<file path="config.mk">
export PLATFORM = sky130hd
export DESIGN_NAME = perf_event_collector
export DESIGN_NICKNAME = d
export VERILOG_FILES = /design/src/rtl/ariane_pkg.sv /design/src/rtl/perf_event_collector_classify.sv /design/src/rtl/perf_event_collector.sv
export SDC_FILE = /design/constraint.sdc
export NUM_CORES = 1
export LEC_CHECK = 0
export ABC_AREA = 1
export BUFFER_PORTS_ARGS = -buffer_cell sky130_fd_sc_hd__buf_2
export CAP_MARGIN = 20
export CORE_MARGIN = 5
export CORE_UTILIZATION = 25
export CTS_CLUSTER_DIAMETER = 150
export CTS_CLUSTER_SIZE = 40
export DETAILED_ROUTE_END_ITERATION = 6
export GPL_TIMING_DRIVEN = 0
export PLACE_DENSITY = 0.61
export SLEW_MARGIN = 20
export SYNTH_ARGS = -nofsm -noshare
export SYNTH_HDL_FRONTEND = slang
export SYNTH_SLANG_ARGS = --single-unit
</file>
<file path="constraint.sdc">
create_clock -name clk_i -period 0.8 [get_ports clk_i]
set_input_delay 0.12 -clock clk_i [delete_from_list [all_inputs] [get_ports clk_i]]
set_output_delay 0.12 -clock clk_i [all_outputs]
set_load 0.02 [all_outputs]
</file>
<file path="src/rtl/ariane_pkg.sv">
// Shared types for the performance-event collector: functional-unit and
// operation encodings, the committing scoreboard entry, raw event sources,
// the mhpmevent slot encoding and the commit-class one-hot layout.
package ariane_pkg;

    localparam int unsigned PERF_INC_W       = 2;
    localparam int unsigned DCACHE_SET_ASSOC = 8;

    typedef enum logic [3:0] {
        NONE, LOAD, STORE, ALU, CTRL_FLOW, MULT, CSR, FPU, FPU_VEC
    } fu_t;

    typedef enum logic [7:0] {
        ADD, SUB, JALR, EQ, LW, SW, MUL, FADD
    } fu_op;

    typedef struct packed {
        fu_t        fu;
        fu_op       op;
        logic [4:0] rd;
    } scoreboard_entry_t;

    // Single-bit event sources gathered from around the core.
    typedef struct packed {
        logic icache_miss;
        logic dcache_miss;
        logic itlb_miss;
        logic dtlb_miss;
        logic ex_valid;
        logic eret;
        logic mispredict;
        logic branch_ex;
        logic sb_full;
        logic if_empty;
        logic icache_req;
        logic itlb_flush;
        logic issue_stall;
    } perf_raw_evt_t;

    // Slot numbers double as the mhpmevent selector values.
    typedef enum logic [4:0] {
        EV_NONE         = 5'd0,
        EV_ICACHE_MISS  = 5'd1,
        EV_DCACHE_MISS  = 5'd2,
        EV_ITLB_MISS    = 5'd3,
        EV_DTLB_MISS    = 5'd4,
        EV_LOAD         = 5'd5,
        EV_STORE        = 5'd6,
        EV_EXCEPTION    = 5'd7,
        EV_ERET         = 5'd8,
        EV_BRANCH       = 5'd9,
        EV_MISPREDICT   = 5'd10,
        EV_BRANCH_EX    = 5'd11,
        EV_CALL         = 5'd12,
        EV_RETURN       = 5'd13,
        EV_SB_FULL      = 5'd14,
        EV_IF_EMPTY     = 5'd15,
        EV_ICACHE_ACC   = 5'd16,
        EV_DCACHE_ACC   = 5'd17,
        EV_EVICTION     = 5'd18,
        EV_ITLB_FLUSH   = 5'd19,
        EV_INT_INSTR    = 5'd20,
        EV_FP_INSTR     = 5'd21,
        EV_BUBBLE       = 5'd22
    } perf_event_e;

    // Bit positions inside the per-port one-hot commit class vector.
    localparam int unsigned CLS_LOAD   = 0;
    localparam int unsigned CLS_STORE  = 1;
    localparam int unsigned CLS_BRANCH = 2;
    localparam int unsigned CLS_CALL   = 3;
    localparam int unsigned CLS_RET    = 4;
    localparam int unsigned CLS_INT    = 5;
    localparam int unsigned CLS_FP     = 6;
    localparam int unsigned NR_CLASSES = 7;

    // Add two increments, clamping at the all-ones maximum instead of wrapping.
    function automatic logic [PERF_INC_W-1:0] sat_add(input logic [PERF_INC_W-1:0] a,
                                                      input logic [PERF_INC_W-1:0] b);
        logic [PERF_INC_W:0] s;
        s = {1'b0, a} + {1'b0, b};
        return s[PERF_INC_W] ? {PERF_INC_W{1'b1}} : s[PERF_INC_W-1:0];
    endfunction

endpackage

</file>
<file path="src/rtl/perf_event_collector_classify.sv">
// Classifies one commit port into at most one event class. Calls and returns
// take priority over the generic branch class so that a jump is counted once.
module perf_commit_classify
    import ariane_pkg::*;
(
    input  scoreboard_entry_t       instr_i,
    input  logic                    ack_i,
    output logic [NR_CLASSES-1:0]   class_o
);

    logic is_call;
    logic is_ret;

    // Decode the committing entry into a one-hot class (all-zero if not acked).
    always_comb begin
        class_o = '0;
        is_call = (instr_i.fu == CTRL_FLOW) && (instr_i.op == ADD || instr_i.op == JALR) &&
                  (instr_i.rd == 5'd1 || instr_i.rd == 5'd5);
        is_ret  = (instr_i.op == JALR) && (instr_i.rd == 5'd0);
        if (ack_i) begin
            if (is_call)                                       class_o[CLS_CALL]   = 1'b1;
            else if (is_ret)                                   class_o[CLS_RET]    = 1'b1;
            else if (instr_i.fu == CTRL_FLOW)                  class_o[CLS_BRANCH] = 1'b1;
            else if (instr_i.fu == LOAD)                       class_o[CLS_LOAD]   = 1'b1;
            else if (instr_i.fu == STORE)                      class_o[CLS_STORE]  = 1'b1;
            else if (instr_i.fu == ALU || instr_i.fu == MULT)  class_o[CLS_INT]    = 1'b1;
            else if (instr_i.fu == FPU || instr_i.fu == FPU_VEC) class_o[CLS_FP]   = 1'b1;
        end
    end

endmodule

</file>
<file path="src/rtl/perf_event_collector.sv">
// Collects per-cycle performance events into registered per-slot increments.
// Optional build macro PERF_EDGE_DETECT_EN: cache/TLB miss slots count only
// rising edges of their source instead of every high cycle.
module perf_event_collector
    import ariane_pkg::*;
#(
    parameter int unsigned NrCommitPorts = 2,
    parameter int unsigned NumEvents     = 23
) (
    input  logic                                        clk_i,
    input  logic                                        rst_ni,
    input  logic                                        debug_mode_i,
    input  logic                                        inhibit_i,
    input  scoreboard_entry_t [NrCommitPorts-1:0]       commit_instr_i,
    input  logic [NrCommitPorts-1:0]                    commit_ack_i,
    input  perf_raw_evt_t                               raw_evt_i,
    input  logic [2:0]                                  dcache_req_i,
    input  logic [2:0][DCACHE_SET_ASSOC-1:0]            miss_vld_bits_i,
    output logic [NumEvents-1:0][PERF_INC_W-1:0]        event_inc_o,
    output logic                                        event_any_o
);

    logic [NrCommitPorts-1:0][NR_CLASSES-1:0] port_class;
    logic [NR_CLASSES-1:0][PERF_INC_W-1:0]    class_cnt;
    logic [3:0]                               miss_lvl;
    logic [3:0]                               miss_evt;
    logic                                     evict;
    logic [PERF_INC_W-1:0]                    dreq_cnt;
    logic [NumEvents-1:0][PERF_INC_W-1:0]     inc_d;

    for (genvar p = 0; p < NrCommitPorts; p++) begin : g_classify
        perf_commit_classify u_classify (
            .instr_i (commit_instr_i[p]),
            .ack_i   (commit_ack_i[p]),
            .class_o (port_class[p])
        );
    end

    // Count, per class, how many acknowledged ports fall into it.
    always_comb begin
        class_cnt = '0;
        for (int c = 0; c < NR_CLASSES; c++) begin
            for (int p = 0; p < NrCommitPorts; p++) begin
                class_cnt[c] = sat_add(class_cnt[c], {{(PERF_INC_W-1){1'b0}}, port_class[p][c]});
            end
        end
    end

    assign miss_lvl = {raw_evt_i.dtlb_miss, raw_evt_i.itlb_miss,
                       raw_evt_i.dcache_miss, raw_evt_i.icache_miss};

`ifdef PERF_EDGE_DETECT_EN
    logic [3:0] miss_hist_q;

    // Previous level of each miss source; keeps tracking even while counting is frozen.
    always_ff @(posedge clk_i or negedge rst_ni) begin
        if (!rst_ni) miss_hist_q <= '0;
        else         miss_hist_q <= miss_lvl;
    end

    assign miss_evt = miss_lvl & ~miss_hist_q;
`else
    assign miss_evt = miss_lvl;
`endif

    // A miss into a set whose ways are all valid must evict a line.
    always_comb begin
        evict = 1'b0;
        for (int i = 0; i < 3; i++) begin
            if (&miss_vld_bits_i[i]) evict = 1'b1;
        end
        evict = evict & raw_evt_i.dcache_miss;
    end

    assign dreq_cnt = PERF_INC_W'(dcache_req_i[0]) + PERF_INC_W'(dcache_req_i[1]) +
                      PERF_INC_W'(dcache_req_i[2]);

    // Assemble the next increment vector; debug mode and inhibit zero every slot.
    always_comb begin
        inc_d = '0;
        if (!(debug_mode_i || inhibit_i)) begin
            inc_d[EV_ICACHE_MISS] = PERF_INC_W'(miss_evt[0]);
            inc_d[EV_DCACHE_MISS] = PERF_INC_W'(miss_evt[1]);
            inc_d[EV_ITLB_MISS]   = PERF_INC_W'(miss_evt[2]);
            inc_d[EV_DTLB_MISS]   = PERF_INC_W'(miss_evt[3]);
            inc_d[EV_LOAD]        = class_cnt[CLS_LOAD];
            inc_d[EV_STORE]       = class_cnt[CLS_STORE];
            inc_d[EV_EXCEPTION]   = PERF_INC_W'(raw_evt_i.ex_valid);
            inc_d[EV_ERET]        = PERF_INC_W'(raw_evt_i.eret);
            inc_d[EV_BRANCH]      = class_cnt[CLS_BRANCH];
            inc_d[EV_MISPREDICT]  = PERF_INC_W'(raw_evt_i.mispredict);
            inc_d[EV_BRANCH_EX]   = PERF_INC_W'(raw_evt_i.branch_ex);
            inc_d[EV_CALL]        = class_cnt[CLS_CALL];
            inc_d[EV_RETURN]      = class_cnt[CLS_RET];
            inc_d[EV_SB_FULL]     = PERF_INC_W'(raw_evt_i.sb_full);
            inc_d[EV_IF_EMPTY]    = PERF_INC_W'(raw_evt_i.if_empty);
            inc_d[EV_ICACHE_ACC]  = PERF_INC_W'(raw_evt_i.icache_req);
            inc_d[EV_DCACHE_ACC]  = dreq_cnt;
            inc_d[EV_EVICTION]    = PERF_INC_W'(evict);
            inc_d[EV_ITLB_FLUSH]  = PERF_INC_W'(raw_evt_i.itlb_flush);
            inc_d[EV_INT_INSTR]   = class_cnt[CLS_INT];
            inc_d[EV_FP_INSTR]    = class_cnt[CLS_FP];
            inc_d[EV_BUBBLE]      = PERF_INC_W'(raw_evt_i.issue_stall);
        end
    end

    // Output register: one cycle of latency from sampled inputs to increments.
    always_ff @(posedge clk_i or negedge rst_ni) begin
        if (!rst_ni) begin
            event_inc_o <= '0;
            event_any_o <= 1'b0;
        end else begin
            event_inc_o <= inc_d;
            event_any_o <= |inc_d;
        end
    end

endmodule

</file>
== Word-level counts from Yosys, hierarchy flattened ==
Cells that the tools add are included.
Widths: inputs -> output; s select.

* Register bits after elaboration: 44
* Bits of input ports: 80
* Output and inout port bits: 47
* Logic and storage cells: 123

* Add/sub/neg operators: 9
* Equality and inequality tests: 20
* Muxes and demuxes: 47
* Bitwise operators: 1
* Reductions and logical operators: 23

{| class="wikitable"
|+ Operators with widths
! cell !! number
|-
| $reduce_or 44->1 || 1
|-
| $mux 43 || 1
|-
| $mux 2 || 17
|-
| $eq 4x3->1 const B || 6
|-
| $reduce_and 8->1 || 3
|-
| $mux 1 || 21
|-
| $mux 3 || 6
|-
| $add 1x1->2 || 8
|-
| $eq 4x2->1 const B || 4
|-
| $eq 8x2->1 const B || 2
|-
| $logic_not 8->1 || 2
|-
| $mux 7 || 2
|-
| $eq 5x1->1 const B || 2
|-
| $eq 5x3->1 const B || 2
|-
| $logic_not 5->1 || 2
|-
| $logic_or 1x1->1 || 9
|-
| $eq 4x1->1 const B || 2
|-
| $eq 4x4->1 const B || 2
|-
| $logic_and 1x1->1 || 6
|-
| $add 2x1->2 || 1
|-
| $and 1x1->1 || 1
|}

== Longest topological paths before layout ==
Gate-level depths: netlist of the first run.

* Depth in word-level cells: 14
* Gate-level depth with buffers: 14
* Depth with buffers taken out: 14

== Cells and area by module ==
A second synthesis of the first run with hierarchy kept.

* Cells, all modules: 288
* Area total of the unflattened synthesis: 2020.7 µm²

{| class="wikitable"
|+ By module, submodules not included
! module !! times used !! cells each !! area each (µm²) !! seq. area each (µm²)
|-
| perf_event_collector || 1 || 176 || 1562.7 || 775.7
|-
| perf_commit_classify || 2 || 56 || 229.0 || 0.0
|}

== Worst setup path after synthesis of the first run ==
No wires, ideal clock.

* Path type: input to register
* From: input commit_instr_i[15] (netlist bit)
* To: register event_any_o
* Setup time: 0.119 ns
* Arrival time: 1.378 ns
* Data required time: 0.681 ns
* Slack: -0.696 ns
* Stages: 14
* Buffers on the path: 0
* Cells stage by stage: inv_1 -> nor2_1 -> nand2_1 -> nor2_1 -> nand2_1 -> nand2_2 -> nor2_1 -> ha_1 -> o21ai_0 -> nand2_1 -> inv_1 -> nand2_1 -> nor2_1 -> nand2_1

* Cells in the longest elaborated chain, start to end: 14
* Elaborated cells between the ends (all ways): 44
* Classes of those cells: 7 x add/sub; 7 x eq/ne; 25 x mux; 5 x reduce/logical

{| class="wikitable"
|+ RTL lines
! what !! line !! source
|-
| start: declaration || perf_event_collector.sv:14 || <nowiki>input scoreboard_entry_t [NrCommitPorts-1:0] commit_instr_i,</nowiki>
|-
| $eq 4x3->1 / $eq 4x4->1 (equally long branches) || perf_event_collector_classify.sv:27 || <nowiki>else if (instr_i.fu == FPU || instr_i.fu == FPU_VEC) class_o[CLS_FP] = 1'b1;</nowiki>
|-
| $logic_or 1x1->1 || perf_event_collector_classify.sv:27 ||
|-
| $mux 1 || perf_event_collector_classify.sv:27 ||
|-
| $mux 1 || perf_event_collector_classify.sv:26 || <nowiki>else if (instr_i.fu == ALU || instr_i.fu == MULT) class_o[CLS_INT] = 1'b1;</nowiki>
|-
| $mux 2 || perf_event_collector_classify.sv:25 || <nowiki>else if (instr_i.fu == STORE) class_o[CLS_STORE] = 1'b1;</nowiki>
|-
| $mux 2 || perf_event_collector_classify.sv:24 || <nowiki>else if (instr_i.fu == LOAD) class_o[CLS_LOAD] = 1'b1;</nowiki>
|-
| $mux 2 || perf_event_collector_classify.sv:23 || <nowiki>else if (instr_i.fu == CTRL_FLOW) class_o[CLS_BRANCH] = 1'b1;</nowiki>
|-
| $mux 2 || perf_event_collector_classify.sv:22 || <nowiki>else if (is_ret) class_o[CLS_RET] = 1'b1;</nowiki>
|-
| $mux 3 || perf_event_collector_classify.sv:21 || <nowiki>if (is_call) class_o[CLS_CALL] = 1'b1;</nowiki>
|-
| $mux 7 (*) || perf_event_collector_classify.sv:20 || <nowiki>if (ack_i) begin</nowiki>
|-
| $add 1x1->2 || ariane_pkg.sv:81 || <nowiki>s = {1'b0, a} + {1'b0, b};</nowiki>
|-
| $mux 2 || ariane_pkg.sv:82 || <nowiki>return s[PERF_INC_W] ? {PERF_INC_W{1'b1}} : s[PERF_INC_W-1:0];</nowiki>
|-
| $mux 43 (*) || perf_event_collector.sv:81 || <nowiki>if (!(debug_mode_i || inhibit_i)) begin</nowiki>
|-
| $reduce_or 44->1 (*) || perf_event_collector.sv:114 || <nowiki>event_any_o <= |inc_d;</nowiki>
|-
| end signal: assignment || perf_event_collector.sv:114 ||
|-
| end: declaration || perf_event_collector.sv:20 || <nowiki>output logic event_any_o</nowiki>
|}

Mark *: on every way between the ends. The rest lies on a longest branch, timed or not.

== Worst setup path in the final report of the first run ==
* From: input commit_instr_i[13] (netlist bit)
* To: register event_any_o

Same word-level chain as after synthesis.

==> summary.txt, run 1 <==
Outcome
  • Status: complete, but fails checks
  • Failing checks: negative hold slack, negative setup slack

Cells and area
  • P&R area growth vs syn: 79.0%
  • N_diodes: 0
  • Final core occ: 0.463
  • Fin cells: between 500 and 600
  • NumNets Final: 511
  • Share of cells above drive strength 1: 0.597
  • Cell area after layout: 0.00362 sq mm
  • Layout fillers: 780

Worst setup path
  • Crit-path max FO: 4
  • Crit path kind: primary input to flip-flop
  • Startpoint Class: primary input
  • Crit. End Element: flip-flop
  • WP data required: 0.97 ns
  • Worst path arrival time: roughly 1.5 ns

Global routing
  • GR Util met3: 0.0389
  • Grt met2 use: 0.210
  • GRT overflow: 0
  • GRT busiest layer: met2
  • GR Util All Layers: 0.121
  • First-pass GRT wire length: approximately 9600 microns
  • Number of antenna violations at the first check in global routing: 0
  • Pin count of the biggest net entering global routing: 32
  • Vias in the first global route: 2165
  • GR Layer Usage met1: 0.137

Clock network
  • CTS tree: built
  • # clock sinks: 31
  • CTS H-tree depth: 2
  • Clock-pin transition on the worst setup and hold timing paths: 0.06 ns
  • Clock buffer depth: 2
  • Root buffer cell: clkbuf_8
  • CTS buffer count: 5

Yosys
  • Synth area leader: dfrtp_1
  • Post-synth cell types: 22
  • Yosys warning total: 0
  • FFs w/ async S/R, synth: 1.00
  • Post-Synthesis Cell Area: 0.00202 sq mm
  • Post-synth EDFFs: 0
  • Top cells by count, synth: 56 x inv_1, 48 x nand2_1, 47 x nor2_1, 31 x dfrtp_1, 22 x nor2_2
  • Count leader, synth: inv_1
  • Area fraction of the dominant cell type after synthesis: 0.384
  • Mean Syn Cell Area: about 7.2 sq um
  • Ranking of synthesized cells by area: dfrtp_1 38%, inv_1 10%, nand2_1 8.9%
  • Sequential share of the synthesized area: 0.384
  • Synthesized flop and latch total: 31
  • Cell count after synthesis: 282
  • Top_reg_cell synth: dfrtp_1

Routing
  • Post-Route WL: 6070 microns
  • ANT nets after route: 0
  • Detailed-route wire length per cell: around 12 microns
  • Initial DRT Pass Iterations: 4
  • Iter 0 DRT Violations: 48
  • Via count: around 2100
  • Vias per cell: between 4 and 5
  • DRC: 0

Die
  • Die ar.: 0.00998 sq mm
  • Core area: 0.00781 sq mm
  • Die Ht: 99.9 microns
  • # IOs: 127
  • Num rows: 32
  • Die W: 99.9 microns
  • Initial Util: 0.259

STA
  • Min Hold Slack: -0.123 ns
  • RSZ-0062 raised after global routing: true
  • Fin crit share: 1.70
  • Slew Viols, Final: 0
  • FMAX: 734 MHz
  • Crit path time final: 1.36 ns
  • Worst rel slew slack: 0.550
  • Final WS setup: -0.562 ns
  • Final setup fails: 46
  • Hold Vio Cnt, Final: 31
  • Tightest Pin Transition: 0.675 ns

Power and ir drop
  • Pleak: 1.85 nW
  • Total design power: 3.84 mW
  • IR drop worst, VDD: ~0.52 mV
  • Pwr/cell area: 1060 mW/mm^2

Placement
  • RePlAce Congestion: 0.816
  • IO Port Bufs: between 100 and 150
  • # placed instances: 509
  • Post-DP HPWL: 4810 microns
  • Placed Area: 0.00283 sq mm

Flow run
  • Maxcap violations: 0

Worst hold path
  • Worst hold path type: primary input to asynchronous set/reset pin
-- placed cells by master (no fill, tap or decap), drive strengths merged --
cell type,n
nor3,7
nand2,50
conb,16
o21ai,17
inv,57
clkinv,1
o31ai,1
buf,137
nor2,70
dfrtp,31
clkbuf,8
or2,2
ha,7
nand3,15
nand3b,2
fa,1
nand4,2
-- registers in the layout (all words and copies together), names as in the netlist --
name	cells
event_inc_o	30
event_any_o	1
-- final cells by class --
type	count	area, sq um	area share
multi-input combinational	190	1320	0.364
buffer	19	166	0.0460
clock inverter	1	5.00	0.00138
tap	102	128	0.0353
inverter	57	229	0.0633
timing repair buffer	119	920	0.254
sequential	31	776	0.214
clock buffer	7	76.3	0.0211
-- stage by stage --
stage | setup TNS (ns) | setup slack, ns
floorplan | -3.76 | -0.586
global placement | -11.16 | -1.05
detailed placement | -11.67 | -1.06
CTS | -6.42 | -0.556
global route | -7.78 | -0.700
finish | -6.03 | -0.562
-- power breakdown --
group          switching [mW]  internal [mW]  leakage [nW]
sequential             0.0185           1.61         0.421
combinational           0.556          0.508          1.38
clock                   0.538          0.609        0.0422
-- metal layers --
| metal | wire (microns) | vias up |
|---|---|---|
| met3 | 698 | 7 |
| li1 | - | 1094 |
| met4 | 104 | 0 |
| met5 | 0 | - |
| met1 | 2330 | 906 |
| met2 | 2940 | 104 |
-- critical path, stage by stage --
cell     delay [ns]
buf_4          0.13
nor2_4         0.12
nand2_2        0.07
nor2_2         0.12
nand2_2        0.09
nand2_4        0.13
nor2_4         0.05
ha_4           0.23
o21ai_4        0.13
nand2_1        0.06
inv_1          0.06
nand2_2        0.05
nor2_2         0.11
nand2_1        0.05
-- cell families after synthesis --
logic type,synth area share
compound gates,0.0458
fa+ha+maj,0.0532
buf+inv,0.183
flops,0.384
other cells,0.00186
simple gates,0.332
-- what timing repair did --
item,CTS,global route
resized for setup,152,24
endpoints found under the hold margin,31,31
gates cloned,0,1
setup endpoints to repair,46,56
pin swaps,50,24
buffers inserted,8,4
-- path summary, 6_finish.rpt --
path | startpoint | to | cells past startpoint
hold / removal | rst_ni | event_inc_o[22] | 1
setup / recovery | commit_instr_i[13] | event_any_o | 14
min in group clk_i | raw_evt_i[10] | event_inc_o[6] | 3
max in group asynchronous | rst_ni | event_inc_o[35] | 1
Note: power is estimated with default switching activity, not from simulation.
==> run 2: changes to the inputs <==
Settings changed: SYNTH_HIERARCHICAL set to 1.
==> run 2 against run 1 <==
The run still ends with negative hold slack, negative setup slack left. Final cell count decreased by 0.19%. Area after synthesis unchanged. Wire length decreased by 6.4%. Sequential cell count unchanged.
==> summary.txt, run 2 <==
Clock network
  • Clock-pin transition on the worst setup and hold timing paths: 0.06 ns
  • CTS buffer count: 5
  • CTS tree: built
  • Root buffer cell: clkbuf_8
  • Clock buffer depth: 2
  • # clock sinks: 31
  • CTS H-tree depth: 2

Die
  • Die Ht: 99.9 microns
  • Initial Util: 0.259
  • Num rows: 32
  • Core area: 0.00781 sq mm
  • # IOs: 127
  • Die ar.: 0.00998 sq mm
  • Die W: 99.9 microns

Outcome
  • Status: complete, but fails checks
  • Failing checks: negative hold slack, negative setup slack

Routing
  • Initial DRT Pass Iterations: 4
  • DRC: 0
  • Vias per cell: 3.97
  • Post-Route WL: 5690 microns
  • Via count: 2084
  • ANT nets after route: 0
  • Iter 0 DRT Violations: 44
  • Detailed-route wire length per cell: 10.8 microns

Worst setup path
  • Critical path's most frequent cell: nand2_1
  • Max stage delay on crit path: 0.25 ns
  • Crit-path max FO: 4
  • CP bufs+invs: 1
  • Worst path arrival time: 1.47 ns
  • Startpoint Class: primary input
  • Crit path kind: primary input to flip-flop
  • Stages on worst setup path: 12
  • WP data required: a little under 1 ns
  • CP max-delay cell: ha_4
  • Worst-path cell chain: buf_6 > nor2_4 > nand2_2 > nor2_1 > nand2_1 > nand2_1 > nor2_4 > ha_4 > o21ai_0 > nand3_1 > nor2_1 > nand2_1
  • Crit. End Element: flip-flop
  • CP delay by family, top: simple AND/OR/NAND/NOR gates

Cells and area
  • Share of cells above drive strength 1: 0.556
  • Final core occ: 0.450
  • Top reg by flops: event_inc_o
  • Biggest regs: event_inc_o (30), event_any_o (1)
  • Commonest non-fill, non-tap cells in the layout: 58 x buf_2, 53 x nand2_1, 52 x buf_6
  • Largest register FFs: 30
  • N_diodes: 0
  • P&R area growth vs syn: 73.7%
  • Most common cell after layout, fill and taps aside: buf_2
  • NumNets Final: 510

Global routing
  • GRT busiest layer: met2
  • GR Layer Usage met1: 0.131
  • Vias in the first global route: 2096
  • Number of antenna violations at the first check in global routing: 0
  • Pin count of the biggest net entering global routing: 32
  • GR Util met3: 0.0403
  • Grt met2 use: 0.197
  • GR Util All Layers: 0.114
  • GRT overflow: 0
  • First-pass GRT wire length: 9250 microns

Yosys
  • Mean Syn Cell Area: roughly 7.0 sq um
  • FFs w/ async S/R, synth: 1.00
  • Top cells by count, synth: 63 x nand2_1, 55 x nor2_1, 50 x inv_1, 31 x dfrtp_1, 27 x nor2_2
  • Yosys warning total: 6
  • Top_reg_cell synth: dfrtp_1
  • Synth area leader: dfrtp_1
  • Area fraction of the dominant cell type after synthesis: 0.384
  • Post-synth EDFFs: 0
  • Sequential share of the synthesized area: 0.384
  • Cell count after synthesis: 288
  • Count leader, synth: nand2_1
  • Ranking of synthesized cells by area: dfrtp_1 38%, nand2_1 12%, nor2_1 10%
  • Post-synth cell types: 17
  • Post-Synthesis Cell Area: 0.00202 sq mm
  • Synthesized flop and latch total: 31

STA
  • Tightest Pin Transition: roughly 0.68 ns
  • Min Hold Slack: -0.124 ns
  • Hold Vio Cnt, Final: 31
  • Final setup fails: 46
  • Slew Viols, Final: 0
  • Worst rel slew slack: 0.544
  • FMAX: 767 MHz
  • Crit path time final: 1.30 ns
  • RSZ-0062 raised after global routing: true
  • Fin crit share: 1.63
  • Final WS setup: -0.505 ns

Worst hold path
  • Worst hold path type: primary input to asynchronous set/reset pin

Placement
  • IO Port Bufs: 110
  • Post-DP HPWL: 4560 microns
  • RePlAce Congestion: 0.742

Power and ir drop
  • Pleak: 1.79 nW
  • Pwr/cell area: 1140 mW/mm^2
  • IR drop worst, VDD: 0.521 mV

Flow run
  • Maxcap violations: 0
run 2: changes by cell type in the layout (fill, tap and decap cells not counted), moves of 5 or more:
| cell | delta |
|---|---|
| nand3_2 | -5 |
| buf_6 | +6 |
| nand2_1 | +13 |
| nor2_1 | +9 |
| nor2_4 | -5 |
| nor2_2 | +9 |
| buf_2 | -9 |
run 2: worst max path at each step:
stage                             startpoint          end  slack [ns]
after detailed placement  commit_instr_i[15]  event_any_o       -0.96
after CTS                 commit_instr_i[15]  event_any_o       -0.55
after floorplan           commit_instr_i[16]  event_any_o       -0.57
after global routing       commit_instr_i[0]  event_any_o       -0.72
final                     commit_instr_i[11]  event_any_o       -0.50
after global placement    commit_instr_i[16]  event_any_o       -0.94
run 2: final cells by class:
| cell class | instances | area [sq um] |
|---|---|---|
| repair buffers | 112 | 907 |
| inverters | 51 | 229 |
| multi-input cells | 202 | 1220 |
| fillers | 799 | 4300 |
| plain buffers | 19 | 154 |
| well taps | 102 | 128 |
| clock buffers | 8 | 100 |
| flip-flops and latches | 31 | 776 |
run 2: repair_timing:
item | 4_1_cts | 5_1_grt
buffers inserted | 2 | 1
pin swaps | 26 | 25
cloned | 0 | 0
gates resized for setup | 119 | 42
setup endpoints to repair | 46 | 46
hold endpoints to repair | 31 | 31
run 2: metrics by stage:
stage                     total power, mW  std cells  TNS [ns]  area (sq um)  setup slack (ns)
after global placement               2.48        515    -10.12          2840            -0.943
after CTS                            3.99        525     -5.88          3360            -0.552
after detailed placement             2.49        515    -10.56          2840            -0.959
after global routing                 4.22        525     -7.50          3510            -0.716
after floorplan                      2.12        303     -3.39          2160            -0.573
final                                4.00        525     -5.25          3510            -0.505
run 2: metal layers:
metal | vias to the layer above | share of wire
met5 | - | 0
met4 | 0 | 0.010
met3 | 6 | 0.12
met2 | 80 | 0.51
met1 | 913 | 0.36
li1 | 1085 | -
run 2: logic make-up (layout without fill, tap and decap cells):
kind of cell | Yosys count | in the layout | share of synthesized area
AND/OR/NAND/NOR | 162 | 162 | 0.349
buffers and inverters | 70 | 190 | 0.172
flip-flops | 31 | 31 | 0.384
AO/OA/AOI/OAI | 16 | 16 | 0.0396
adder cells (fa/ha/maj) | 8 | 8 | 0.0532
other | 1 | 16 | 0.00186
run 2: report_power, final:
| group | leakage [nW] | internal, mW | switching [mW] | total [mW] |
|---|---|---|---|---|
| Combinational | 1.32 | 0.500 | 0.542 | 1.04 |
| Sequential | 0.421 | 1.61 | 0.0182 | 1.63 |
| Clock | 0.0515 | 0.784 | 0.545 | 1.33 |
==> run 3: changes to the inputs <==
Settings changed: ABC_AREA 1 to not set, CTS_CLUSTER_SIZE 40 to 20, PLACE_DENSITY 0.61 to 0.63.
==> run 3 against run 2 <==
Wire length down 7.6%. Sequential share of layout area up 3.1 points. Clock power down 20%. Highest routed layer unchanged. The run still ends with negative hold slack, negative setup slack left. Critical endpoint unchanged. Core utilization up 0.90 points.
==> summary.txt, run 3 <==
Cells and area
  • P&R area growth vs syn: 80.5%
  • Layout fillers: around 650
  • Share of cells above drive strength 1: 0.632
  • Biggest regs: event_inc_o (30), event_any_o (1)
  • NumNets Final: 391
  • Largest register FFs: 30
  • Commonest non-fill, non-tap cells in the layout: 71 x buf_2, 35 x buf_6, 31 x dfrtp_1
  • Area occupied by multi-input gates: roughly 0.0011 sq mm
  • N_diodes: 0
  • Reg area: around 780 sq um
  • Fin cells: 382
  • Final core occ: 0.458
  • Most common cell after layout, fill and taps aside: buf_2
  • Top reg by flops: event_inc_o

Power and ir drop
  • Pleak: 1.46 nW
  • Pwr/cell area: 1140 mW/mm^2
  • IR drop worst, VDD: 0.478 mV
  • Total design power: 3.52 mW

Yosys
  • Cell count after synthesis: ~170
  • Yosys warning total: 6
  • Post-Synthesis Cell Area: 0.00171 sq mm
  • Post-synth EDFFs: 0
  • Sequential share of the synthesized area: 0.455
  • Area fraction of the dominant cell type after synthesis: 0.455
  • Ranking of synthesized cells by area: dfrtp_1 45%, and2_1 9.9%, buf_4 7.5%
  • Count leader, synth: dfrtp_1
  • Post-synth cell types: 29
  • Top_reg_cell synth: dfrtp_1
  • Top cells by count, synth: 31 x dfrtp_1, 27 x and2_1, 22 x nor2_1, 17 x buf_4
  • Synth area leader: dfrtp_1
  • Mean Syn Cell Area: 10.3 sq um
  • Synthesized flop and latch total: 31
  • FFs w/ async S/R, synth: 1.00

Routing
  • Initial DRT Pass Iterations: 5
  • Via count: 1671
  • Detailed-route wire length per cell: roughly 14 microns
  • Vias per cell: 4.37
  • DRC: 0
  • ANT nets after route: 0
  • Post-Route WL: approximately 5300 microns
  • Iter 0 DRT Violations: 36

Worst hold path
  • Worst hold path type: primary input to asynchronous set/reset pin

Clock network
  • Clock buffer depth: 2
  • CTS H-tree depth: 2
  • Root buffer cell: clkbuf_8
  • # clock sinks: 31
  • Clock-pin transition on the worst setup and hold timing paths: roughly 0.060 ns
  • CTS buffer count: 5
  • CTS tree: built

Die
  • Die W: 92.6 microns
  • # IOs: between 100 and 150
  • Die ar.: 0.00858 sq mm
  • Num rows: 30
  • Initial Util: 0.254
  • Core area: 0.00672 sq mm
  • Die Ht: between 90 and 100 microns

STA
  • Slew Viols, Final: 0
  • Worst rel slew slack: 0.547
  • FMAX: about 600 MHz
  • Crit path time final: 1.67 ns
  • Min Hold Slack: -0.116 ns
  • Fin crit share: 2.08
  • Final WS setup: -0.866 ns
  • RSZ-0062 raised after global routing: true
  • Final setup fails: 46
  • Hold Vio Cnt, Final: 31
  • Tightest Pin Transition: 0.679 ns

Global routing
  • Number of antenna violations at the first check in global routing: 0
  • Vias in the first global route: 1790
  • First-pass GRT wire length: 8140 microns
  • Pin count of the biggest net entering global routing: 32
  • GR Util All Layers: 0.120
  • GRT overflow: 0

Worst setup path
  • Max stage delay on crit path: 0.32 ns
  • CP max-delay cell: nor4b_4
  • CP delay by family, top: simple AND/OR/NAND/NOR gates
  • Crit. End Element: flip-flop
  • WP data required: about 0.96 ns
  • Startpoint Class: primary input
  • Crit-path max FO: 5
  • Worst-path cell chain: buf_8 > nor4b_4 > nand3_2 > a21oi_4 > buf_12 > nor2_4 > ha_4 > nor4_4 > nand4_1 > o21a_1
  • Worst path arrival time: 1.83 ns
  • CP bufs+invs: 2
  • Crit path kind: primary input to flip-flop

Placement
  • # placed instances: 371
  • IO Port Bufs: 110
  • Post-DP HPWL: between 4000 and 5000 microns
  • Setup WS pre-CTS: -1.31 ns
  • RePlAce Congestion: 0.789

Flow run
  • Maxcap violations: 0

Outcome
  • Failing checks: negative hold slack, negative setup slack
  • Status: complete, but fails checks
run 3: changes by cell type after synthesis, moves of 3 or more:
cell     previous run  this run
and2_1              0        27
buf_6               3         0
inv_1              50         0
nand2_1            63         6
nand4_1             0         8
nor2_1             55        22
nor2_2             27         1
nor4_1              0         5
nor4_2              0         3
o21ai_0             8         0
o21ai_1             8         2
run 3: power by group:
group | total, mW | switching [mW] | leakage [nW] | internal, mW
registers | 1.62 | 0.0170 | 0.424 | 1.61
logic | 0.832 | 0.406 | 0.999 | 0.426
clock network | 1.07 | 0.492 | 0.0371 | 0.577
total | 3.52 | 0.915 | 1.46 | 2.61
run 3: per-stage QoR:
stage / instance area, sq um / setup TNS (ns)
after floorplan: 1830 / -6.01
after global placement: 2480 / -12.51
after detailed placement: 2480 / -12.70
after CTS: 2990 / -9.35
after global routing: 3080 / -10.41
final: 3080 / -8.93
run 3: cells by family after synthesis:
kind of cell | Yosys count | synth area share
adders and majority gates | 8 | 0.0630
DFF | 31 | 0.455
other | 1 | 0.00220
xor gates and xnor gates | 2 | 0.0103
buffers and inverters | 19 | 0.0792
AOI/OAI and AO/OA | 6 | 0.0345
and+or+nand+nor | 99 | 0.356
run 3: timing repair:
| item | in CTS | in global routing |
|---|---|---|
| setup endpoints to repair | 46 | 48 |
| hold endpoints to repair | 31 | 31 |
| gates cloned | 0 | 0 |
| gates resized for setup | 104 | 22 |
| setup buffers | 3 | 2 |
| pin swaps | 26 | 10 |
run 3: worst max path at each step:
stage,cells after the start,from,to
floorplan,8,commit_instr_i[16],event_any_o
global placement,9,commit_instr_i[14],event_any_o
detailed placement,9,commit_instr_i[14],event_any_o
CTS,10,commit_instr_i[13],event_any_o
global route,10,commit_instr_i[13],event_any_o
finish,10,commit_instr_i[13],event_any_o
run 3: layer usage:
| metal | global-route usage | up-vias | part of all wire |
|---|---|---|---|
| met3 | 0.0357 | 9 | 0.11 |
| met5 | 0 | - | 0 |
| li1 | - | 811 | - |
| met4 | 0.0513 | 0 | 0.018 |
| met2 | 0.214 | 99 | 0.49 |
| met1 | 0.132 | 752 | 0.39 |
run 3: layout make-up:
cell class              instances  area share
plain buffers                  19      0.0443
multi-input cells             131       0.367
clock buffers                   6      0.0236
flip-flops and latches         31       0.252
repair buffers                115       0.281
well taps                      80      0.0325
